--- config.mk ---
export PLATFORM = sky130hd
export DESIGN_NAME = ttl_161_raster_seq
export DESIGN_NICKNAME = d
export VERILOG_FILES = /design/src/rtl/ttl_161_raster_seq.sv
export SDC_FILE = /design/constraint.sdc
export NUM_CORES = 1
export LEC_CHECK = 0
export ABC_CLOCK_PERIOD_IN_PS = 3500
export CAP_MARGIN = 20
export CELL_PAD_IN_SITES_DETAIL_PLACEMENT = 1
export CELL_PAD_IN_SITES_GLOBAL_PLACEMENT = 1
export CORE_MARGIN = 4
export CORE_UTILIZATION = 38
export CTS_CLUSTER_SIZE = 25
export DETAILED_ROUTE_END_ITERATION = 7
export PLACE_DENSITY_LB_ADDON = 0.1
export REMOVE_ABC_BUFFERS = 1
export SLEW_MARGIN = 20
export SYNTH_ARGS = -nofsm -noshare
export SYNTH_HDL_FRONTEND = slang
export SYNTH_SLANG_ARGS = --single-unit
--- constraint.sdc ---
create_clock -name Clk -period 3.5 [get_ports Clk]
set_clock_uncertainty 0.05 [all_clocks]
set_input_delay 0.7 -clock Clk [delete_from_list [all_inputs] [get_ports Clk]]
set_output_delay 0.7 -clock Clk [all_outputs]
set_load 0.02 [all_outputs]
--- src/rtl/ttl_161_raster_seq.sv ---
// rtl/ttl_161_raster_seq.sv - raster timing sequencer built on a cascaded 161-style H/V counter chain
//
// Purpose: advances H once per qualified pixel tick (rising edge of Cen, ignored while Hold is
// high). When H is at all ones it reloads H_START and V advances. Blank and sync windows are
// decoded from the next counts and registered on the same edge, so each flag matches its count.
//
// Ports:
//   Clk        in   system clock, all state on posedge
//   Clear_bar  in   asynchronous active-low reset
//   Cen        in   pixel clock enable, only its 0->1 transition counts
//   Hold       in   freeze raster, ticks seen while high are dropped
//   HCnt/VCnt  out  horizontal / vertical counts
//   HLoad_bar  out  low while HCnt is all ones
//   VLoad_bar  out  low while HCnt and VCnt are both all ones
//   VTick      out  one-Clk pulse when V advances or reloads
//   FrameStart out  one-Clk pulse when both counters reload together
//   HBlank/HSync/VBlank/VSync out  registered window flags, sync active high
module ttl_161_raster_seq #(
    parameter int HW      = 9,
    parameter int VW      = 9,
    parameter int H_START = 128,
    parameter int V_START = 248,
    parameter int HBL_END = 136,
    parameter int HBL_BEG = 392,
    parameter int HS_BEG  = 416,
    parameter int HS_END  = 448,
    parameter int VBL_END = 256,
    parameter int VBL_BEG = 496,
    parameter int VS_BEG  = 500,
    parameter int VS_END  = 504
) (
    input  logic          Clk,
    input  logic          Clear_bar,
    input  logic          Cen,
    input  logic          Hold,
    output logic [HW-1:0] HCnt,
    output logic [VW-1:0] VCnt,
    output logic          HLoad_bar,
    output logic          VLoad_bar,
    output logic          VTick,
    output logic          FrameStart,
    output logic          HBlank,
    output logic          HSync,
    output logic          VBlank,
    output logic          VSync
);

    localparam int H_LIM = 1 << HW;
    localparam int V_LIM = 1 << VW;

    localparam logic [HW-1:0] H_ALL   = {HW{1'b1}};
    localparam logic [VW-1:0] V_ALL   = {VW{1'b1}};
    localparam logic [HW-1:0] H_START_V = HW'(H_START);
    localparam logic [VW-1:0] V_START_V = VW'(V_START);

    // Window bounds may equal 2^W, so compares are done one bit wider than the counters.
    localparam logic [HW:0] HBL_END_V = (HW+1)'(HBL_END);
    localparam logic [HW:0] HBL_BEG_V = (HW+1)'(HBL_BEG);
    localparam logic [HW:0] HS_BEG_V  = (HW+1)'(HS_BEG);
    localparam logic [HW:0] HS_END_V  = (HW+1)'(HS_END);
    localparam logic [VW:0] VBL_END_V = (VW+1)'(VBL_END);
    localparam logic [VW:0] VBL_BEG_V = (VW+1)'(VBL_BEG);
    localparam logic [VW:0] VS_BEG_V  = (VW+1)'(VS_BEG);
    localparam logic [VW:0] VS_END_V  = (VW+1)'(VS_END);

    generate
        if (!(H_START >= 0 && H_START < H_LIM - 1 && V_START >= 0 && V_START < V_LIM - 1)) begin : g_bad_start
            $error("ttl_161_raster_seq: start values must be below the all-ones count");
        end
        if (!(HBL_END >= H_START && HBL_END <= H_LIM && HBL_BEG >= H_START && HBL_BEG <= H_LIM &&
              HS_BEG  >= H_START && HS_BEG  <= H_LIM && HS_END  >= H_START && HS_END  <= H_LIM &&
              VBL_END >= V_START && VBL_END <= V_LIM && VBL_BEG >= V_START && VBL_BEG <= V_LIM &&
              VS_BEG  >= V_START && VS_BEG  <= V_LIM && VS_END  >= V_START && VS_END  <= V_LIM)) begin : g_bad_window
            $error("ttl_161_raster_seq: window bound outside counter range");
        end
    endgenerate

    function automatic logic h_blank_of(input logic [HW-1:0] h);
        return ({1'b0, h} < HBL_END_V) || ({1'b0, h} >= HBL_BEG_V);
    endfunction

    function automatic logic h_sync_of(input logic [HW-1:0] h);
        return ({1'b0, h} >= HS_BEG_V) && ({1'b0, h} < HS_END_V);
    endfunction

    function automatic logic v_blank_of(input logic [VW-1:0] v);
        return ({1'b0, v} < VBL_END_V) || ({1'b0, v} >= VBL_BEG_V);
    endfunction

    function automatic logic v_sync_of(input logic [VW-1:0] v);
        return ({1'b0, v} >= VS_BEG_V) && ({1'b0, v} < VS_END_V);
    endfunction

    logic [HW-1:0] hcnt_q, hcnt_d;
    logic [VW-1:0] vcnt_q, vcnt_d;
    logic          last_cen_q, last_cen_d;
    logic          vtick_q, vtick_d;
    logic          frame_q, frame_d;
    logic          hblank_q, hblank_d;
    logic          hsync_q, hsync_d;
    logic          vblank_q, vblank_d;
    logic          vsync_q, vsync_d;

    logic tick;
    logic h_wrap;
    logic v_wrap;

    always_comb begin
        // last_cen tracks Cen even during Hold so a level held across Hold never counts as a rise.
        tick       = Cen & ~last_cen_q & ~Hold;
        h_wrap     = (hcnt_q == H_ALL);
        v_wrap     = (vcnt_q == V_ALL);
        last_cen_d = Cen;
        hcnt_d     = hcnt_q;
        vcnt_d     = vcnt_q;
        vtick_d    = 1'b0;
        frame_d    = 1'b0;
        if (tick) begin
            hcnt_d = h_wrap ? H_START_V : hcnt_q + HW'(1);
            if (h_wrap) begin
                vcnt_d  = v_wrap ? V_START_V : vcnt_q + VW'(1);
                vtick_d = 1'b1;
                frame_d = v_wrap;
            end
        end
        // Decode from the next counts so the registered flags line up with the registered counts.
        hblank_d = h_blank_of(hcnt_d);
        hsync_d  = h_sync_of(hcnt_d);
        vblank_d = v_blank_of(vcnt_d);
        vsync_d  = v_sync_of(vcnt_d);
    end

    always_ff @(posedge Clk or negedge Clear_bar) begin
        if (!Clear_bar) begin
            hcnt_q     <= H_START_V;
            vcnt_q     <= V_START_V;
            last_cen_q <= 1'b1;
            vtick_q    <= 1'b0;
            frame_q    <= 1'b0;
            hblank_q   <= h_blank_of(H_START_V);
            hsync_q    <= h_sync_of(H_START_V);
            vblank_q   <= v_blank_of(V_START_V);
            vsync_q    <= v_sync_of(V_START_V);
        end else begin
            hcnt_q     <= hcnt_d;
            vcnt_q     <= vcnt_d;
            last_cen_q <= last_cen_d;
            vtick_q    <= vtick_d;
            frame_q    <= frame_d;
            hblank_q   <= hblank_d;
            hsync_q    <= hsync_d;
            vblank_q   <= vblank_d;
            vsync_q    <= vsync_d;
        end
    end

    assign HCnt       = hcnt_q;
    assign VCnt       = vcnt_q;
    assign HLoad_bar  = ~(hcnt_q == H_ALL);
    assign VLoad_bar  = ~((hcnt_q == H_ALL) && (vcnt_q == V_ALL));
    assign VTick      = vtick_q;
    assign FrameStart = frame_q;
    assign HBlank     = hblank_q;
    assign HSync      = hsync_q;
    assign VBlank     = vblank_q;
    assign VSync      = vsync_q;

endmodule

After elaboration in Yosys (flattened, before gate mapping)
Index checks and enable logic that the tools add are counted.
Widths: inputs -> output; s select.

word-level totals
  bits in read-only memories = 0
  memory bits (writable) = 0
  memories kept = 0
  input bits = 4
  word-level logic and storage cells = 41
  output and inout bits = 26
  flip-flop bits (word level) = 25
  latch bits = 0

cells by class
  magnitude comparators = 8
  $mul = 0
  shift-type cells = 0
  reductions and logical operators = 5
  mux-type cells = 9
  divide/modulo/power cells = 0
  add/subtract/negate cells = 2
  bitwise gates (word level) = 6
  equal/unequal tests = 2

operators with widths
  kind                 count
  $mux 9               5
  $ge 9x9->1 const B   4
  $lt 9x9->1 const B   3
  $add 9x1->9 const B  2
  $eq 9x9->1 const B   2
  $lt 9x8->1 const B   1
  $mux 1               4
  $not 1->1            4
  $logic_and 1x1->1    3
  $and 1x1->1          2
  $logic_or 1x1->1     2

Logic depth before layout (Yosys ltp)
  depth after elaboration = 6
  gate-level depth with buffers = 12
  gate-level depth less buffers = 10

Least setup slack after synthesis
OpenSTA, ideal clock, no wires.

  path kind = register to register
  from = register hcnt_q[0], in the netlist HCnt[0]
  to = register hsync_q, in the netlist HSync
  arrival = 2.417 ns
  required time = 3.328 ns
  path buffers = 0
  path slack = 0.911 ns
  setup time = 0.122 ns
  stages on the path, launching flop included = 9
  clock period less this slack = 2.589 ns
  cells stage by stage = dfrtp_1 ha_1 nand3_1 nor3_1 ha_1 or4b_4 or4_4 nand3_4 and4b_2

between the ends
  longest elaborated chain between the ends = 5
  elaborated cells between the ends (all ways) = 7
  those cells by class = add/sub (1); order compare (2); eq/ne (1); mux (2); reduce/logical (1)

RTL lines
  element                                    line      source
  from (decl)                                94        logic [HW-1:0] hcnt_q, hcnt_d;
  from (signal assigned)                     145       hcnt_q <= hcnt_d;
  $add 9x1->9 or $eq 9x9->1 (tied branches)  119, 111
  $mux 9 (*)                                 119       hcnt_d = h_wrap ? H_START_V : hcnt_q + HW'(1);
  $mux 9 (*)                                 118       if (tick) begin
  via hcnt_d[6]                              94
  $ge 9x9->1 or $lt 9x9->1 (tied branches)   83        return ({1'b0, h} >= HS_BEG_V) && ({1'b0, h} < HS_END_V);
  $logic_and 1x1->1 (*)                      83
  via hsync_d                                100       logic hsync_q, hsync_d;
  to (signal assigned)                       141       hsync_q <= h_sync_of(H_START_V);
  to (signal assigned)                       151       hsync_q <= hsync_d;
  to (decl)                                  100

Mark *: on every way through the listed nets, which the timed path passes. The rest lies on a longest branch.

Worst setup path in the final report
  from = register vcnt_q[0], in the netlist VCnt[0]
  to = output VLoad_bar

between the ends
  longest elaborated chain between the ends = 3

RTL lines
  element                 line  source
  from (decl)             95    logic [VW-1:0] vcnt_q, vcnt_d;
  from (signal assigned)  146   vcnt_q <= vcnt_d;
  $eq 9x9->1              160   assign VLoad_bar = ~((hcnt_q == H_ALL) && (vcnt_q == V_ALL));
  $logic_and 1x1->1       160
  $not 1->1               160
  to (decl)               39    output logic VLoad_bar,

Every way passes these cells.

==> results.yml <==
die:
  chipHeight_um: 68.6
  start_util_pct: 40.6
  die_x_um: 68.6
  io-pin-count: 30
  core_area_um2: 3440
  core.rowCount: 21
  die-area_um2: 4710
job:
  drv_cap: 0
power:
  power_uw: 651
  ir_drop_v: 0.000106
  power.density_nw_per_um2: 366
  p_leak_uw: 0.000765
sta:
  maxSlewViolCount: 0
  finalCritPeriodShare_pct: 95.4
  rsz0062_at_grt: "false"
  tightest_slew_ns: 0.512
  slew_headroom_pct: 65.9
  hold_violations: 0
  tns_ns: 0
  whs_ns: 0.343
  fin_ws_ns: 0.159
  setup_violations: 0
  fmax_mhz: 299
  min_period_ns: 3.34
layout:
  num-fill-cells: 391
  drive_gt1_share_pct: 15.3
  final_util_pct: 51.7
  fin_nets: 180
  syn_to_final_growth_pct: 27.3
  antenna_cells_inserted: 0
routing:
  first_pass_iters: 4
  wl_mm: 3.69
  drcViolationCount: 0
  ant_nets: 0
  vias: 1246
  routedWlPerCell_um: 17.1
  drtIter0Drc: 65
  viasPerCell: 5.77
grt:
  grt_remaining_overflow: 0
  grt_max_degree: 23
  first_global_vias: 1266
  grt_pass1_wl_mm: 6.36
  grt.total_usage_pct: 17.9
  antenna_found_initial: 0
critical_path:
  startpoint_type: "register"
  arrival_ns: 2.59
  startpoint: "VCnt[0]"
  critPathKind: "reg -> out"
  r2r-start: "VCnt[0]"
  crit_path_end_kind: "output port"
  reg2reg_slack_ns: 0.72
  crit_end: "VLoad_bar"
  worst_r2r_endpoint: "VSync"
  crit_required_ns: 2.75
  r2r_cells: 9
  crit_fanout: 7
clock_network:
  clk_pin_slew_worst_paths_ns: 0.09
  htreeDepth: 1
  insertion_delay_ns: 0.26
  max-clock-path-buffers: 2
  cts_tree: "built"
  postCtsSetupBuffers: 0
  cts_hold_buf: 0
  numCtsBuffers: 3
  cts_root_buffer: "clkbuf_8"
  cts_sinks: 25
  cts_resized: 0
placed_design:
  portBuffers: 29
  hpwl_mm: 2.74
  gp_congestion: 0.882
  post-place-ws_ns: 0.460
logic_synthesis:
  synthesis.area_um2: 1400
  synth_most_common_cell: "nand2_1"
  syn_inst: 140
  synth_warnings: 0
  synth-seq-cells: 25
  ys_async_sr_fraction_pct: 100
  ys_types: 47
  ys.flop_type: "dfrtp_1"
  syn_avg_cell_area_um2: 9.97
  synth_edf_count: 0
  yosys.area.top_type: "dfrtp_1"
  yosysTopAreaCellShare_pct: 28.7
  synth_common_cells: "nand2_1 (17), dfrtp_1 (16), o21ai_0 (10)"
  yosysSeqAreaShare_pct: 45.6
  yosys-top-cells-area: "dfrtp_1 (29%), dfstp_2 (17%), nand2_1 (4.6%)"
run_status:
  outcome: "complete, no violations"
worst_hold_path:
  worstHoldPathType: "in -> async"
==> critical path, stage by stage, from the launching register on <==
cell and delay (ns):
dfrtp_1 0.45, ha_1 0.30, and3_1 0.24, and3_1 0.23, and3_1 0.21, ha_1 0.22, nand2_1 0.07, clkdlybuf4s50_1 0.60
==> report_power, final <==
| group | internal, uW | total, uW | switching [uW] |
|---|---|---|---|
| sequential | 315 | 339 | 23.6 |
| clock | 81.3 | 169 | 88.2 |
| combinational | 65.7 | 143 | 77.5 |
==> state kept, by name (all words and copies together), names as in the netlist <==
signal,flops
VTick,1
FrameStart,1
HSync,1
VCnt,9
VBlank,1
HCnt,9
last_cen_q,1
HBlank,1
VSync,1
==> routing by layer <==
layer | vias up | share of wire (%) | track usage [%]
li1 | 582 | - | -
met1 | 636 | 44 | 22.2
met2 | 22 | 52 | 30.8
met3 | 6 | 2.9 | 2.76
met4 | 0 | 1.5 | 6.95
met5 | - | 0 | 0
==> placed cells by master, fill, tap and decap left out, types with 2 or more instances in the layout <==
cell type / instances
a21o_1: 2
a21oi_1: 3
a22oi_1: 2
a2bb2oi_1: 2
a31oi_1: 2
and2_1: 2
and2b_2: 2
and3_1: 3
buf_4: 4
clkbuf_8: 3
clkdlybuf4s50_1: 28
dfrtp_1: 16
dfstp_2: 9
ha_1: 5
inv_1: 5
nand2_1: 17
nand3_1: 5
nand3b_1: 2
nand4_1: 3
nor2_1: 9
nor3_1: 2
nor4_1: 3
o211ai_1: 3
o21ai_0: 10
o41ai_1: 3
or3_1: 2
==> worst min path at each step <==
stage / startpoint / endpoint / cells after the start
CTS: HCnt[1] / HCnt[1] / 2
floorplan: Clear_bar / FrameStart / 0
finish: Clear_bar / HCnt[1] / 1
global route: Clear_bar / HCnt[1] / 1
detailed placement: HCnt[1] / HCnt[1] / 2
global placement: HCnt[1] / HCnt[1] / 2
==> cell families after synthesis <==
family	share of synthesized area (%)
and+or+nand+nor	24.6
AOI/OAI and AO/OA	19.4
DFF	45.6
buffers and inverters	3.94
adders and majority gates	4.48
xor gates and xnor gates	1.25
muxes	0.717
==> cell type report <==
type	count	area (um2)	share of cell area (%)
timing repair buffer	33	315	17.7
sequential	25	637	35.8
tap	46	57.6	3.24
multi-input combinational	103	704	39.6
clock buffer	4	45.0	2.53
inverter	5	18.8	1.06
==> metrics by stage <==
| stage | cells | area [um2] |
|---|---|---|
| 5_1_grt | 216 | 1780 |
| 3_3_place_gp | 212 | 1740 |
| 4_1_cts | 216 | 1780 |
| 3_5_place_dp | 212 | 1740 |
| 6_report | 216 | 1780 |
| 2_1_floorplan | 133 | 1360 |
No activity file was read; power rests on OpenSTA's default activity.
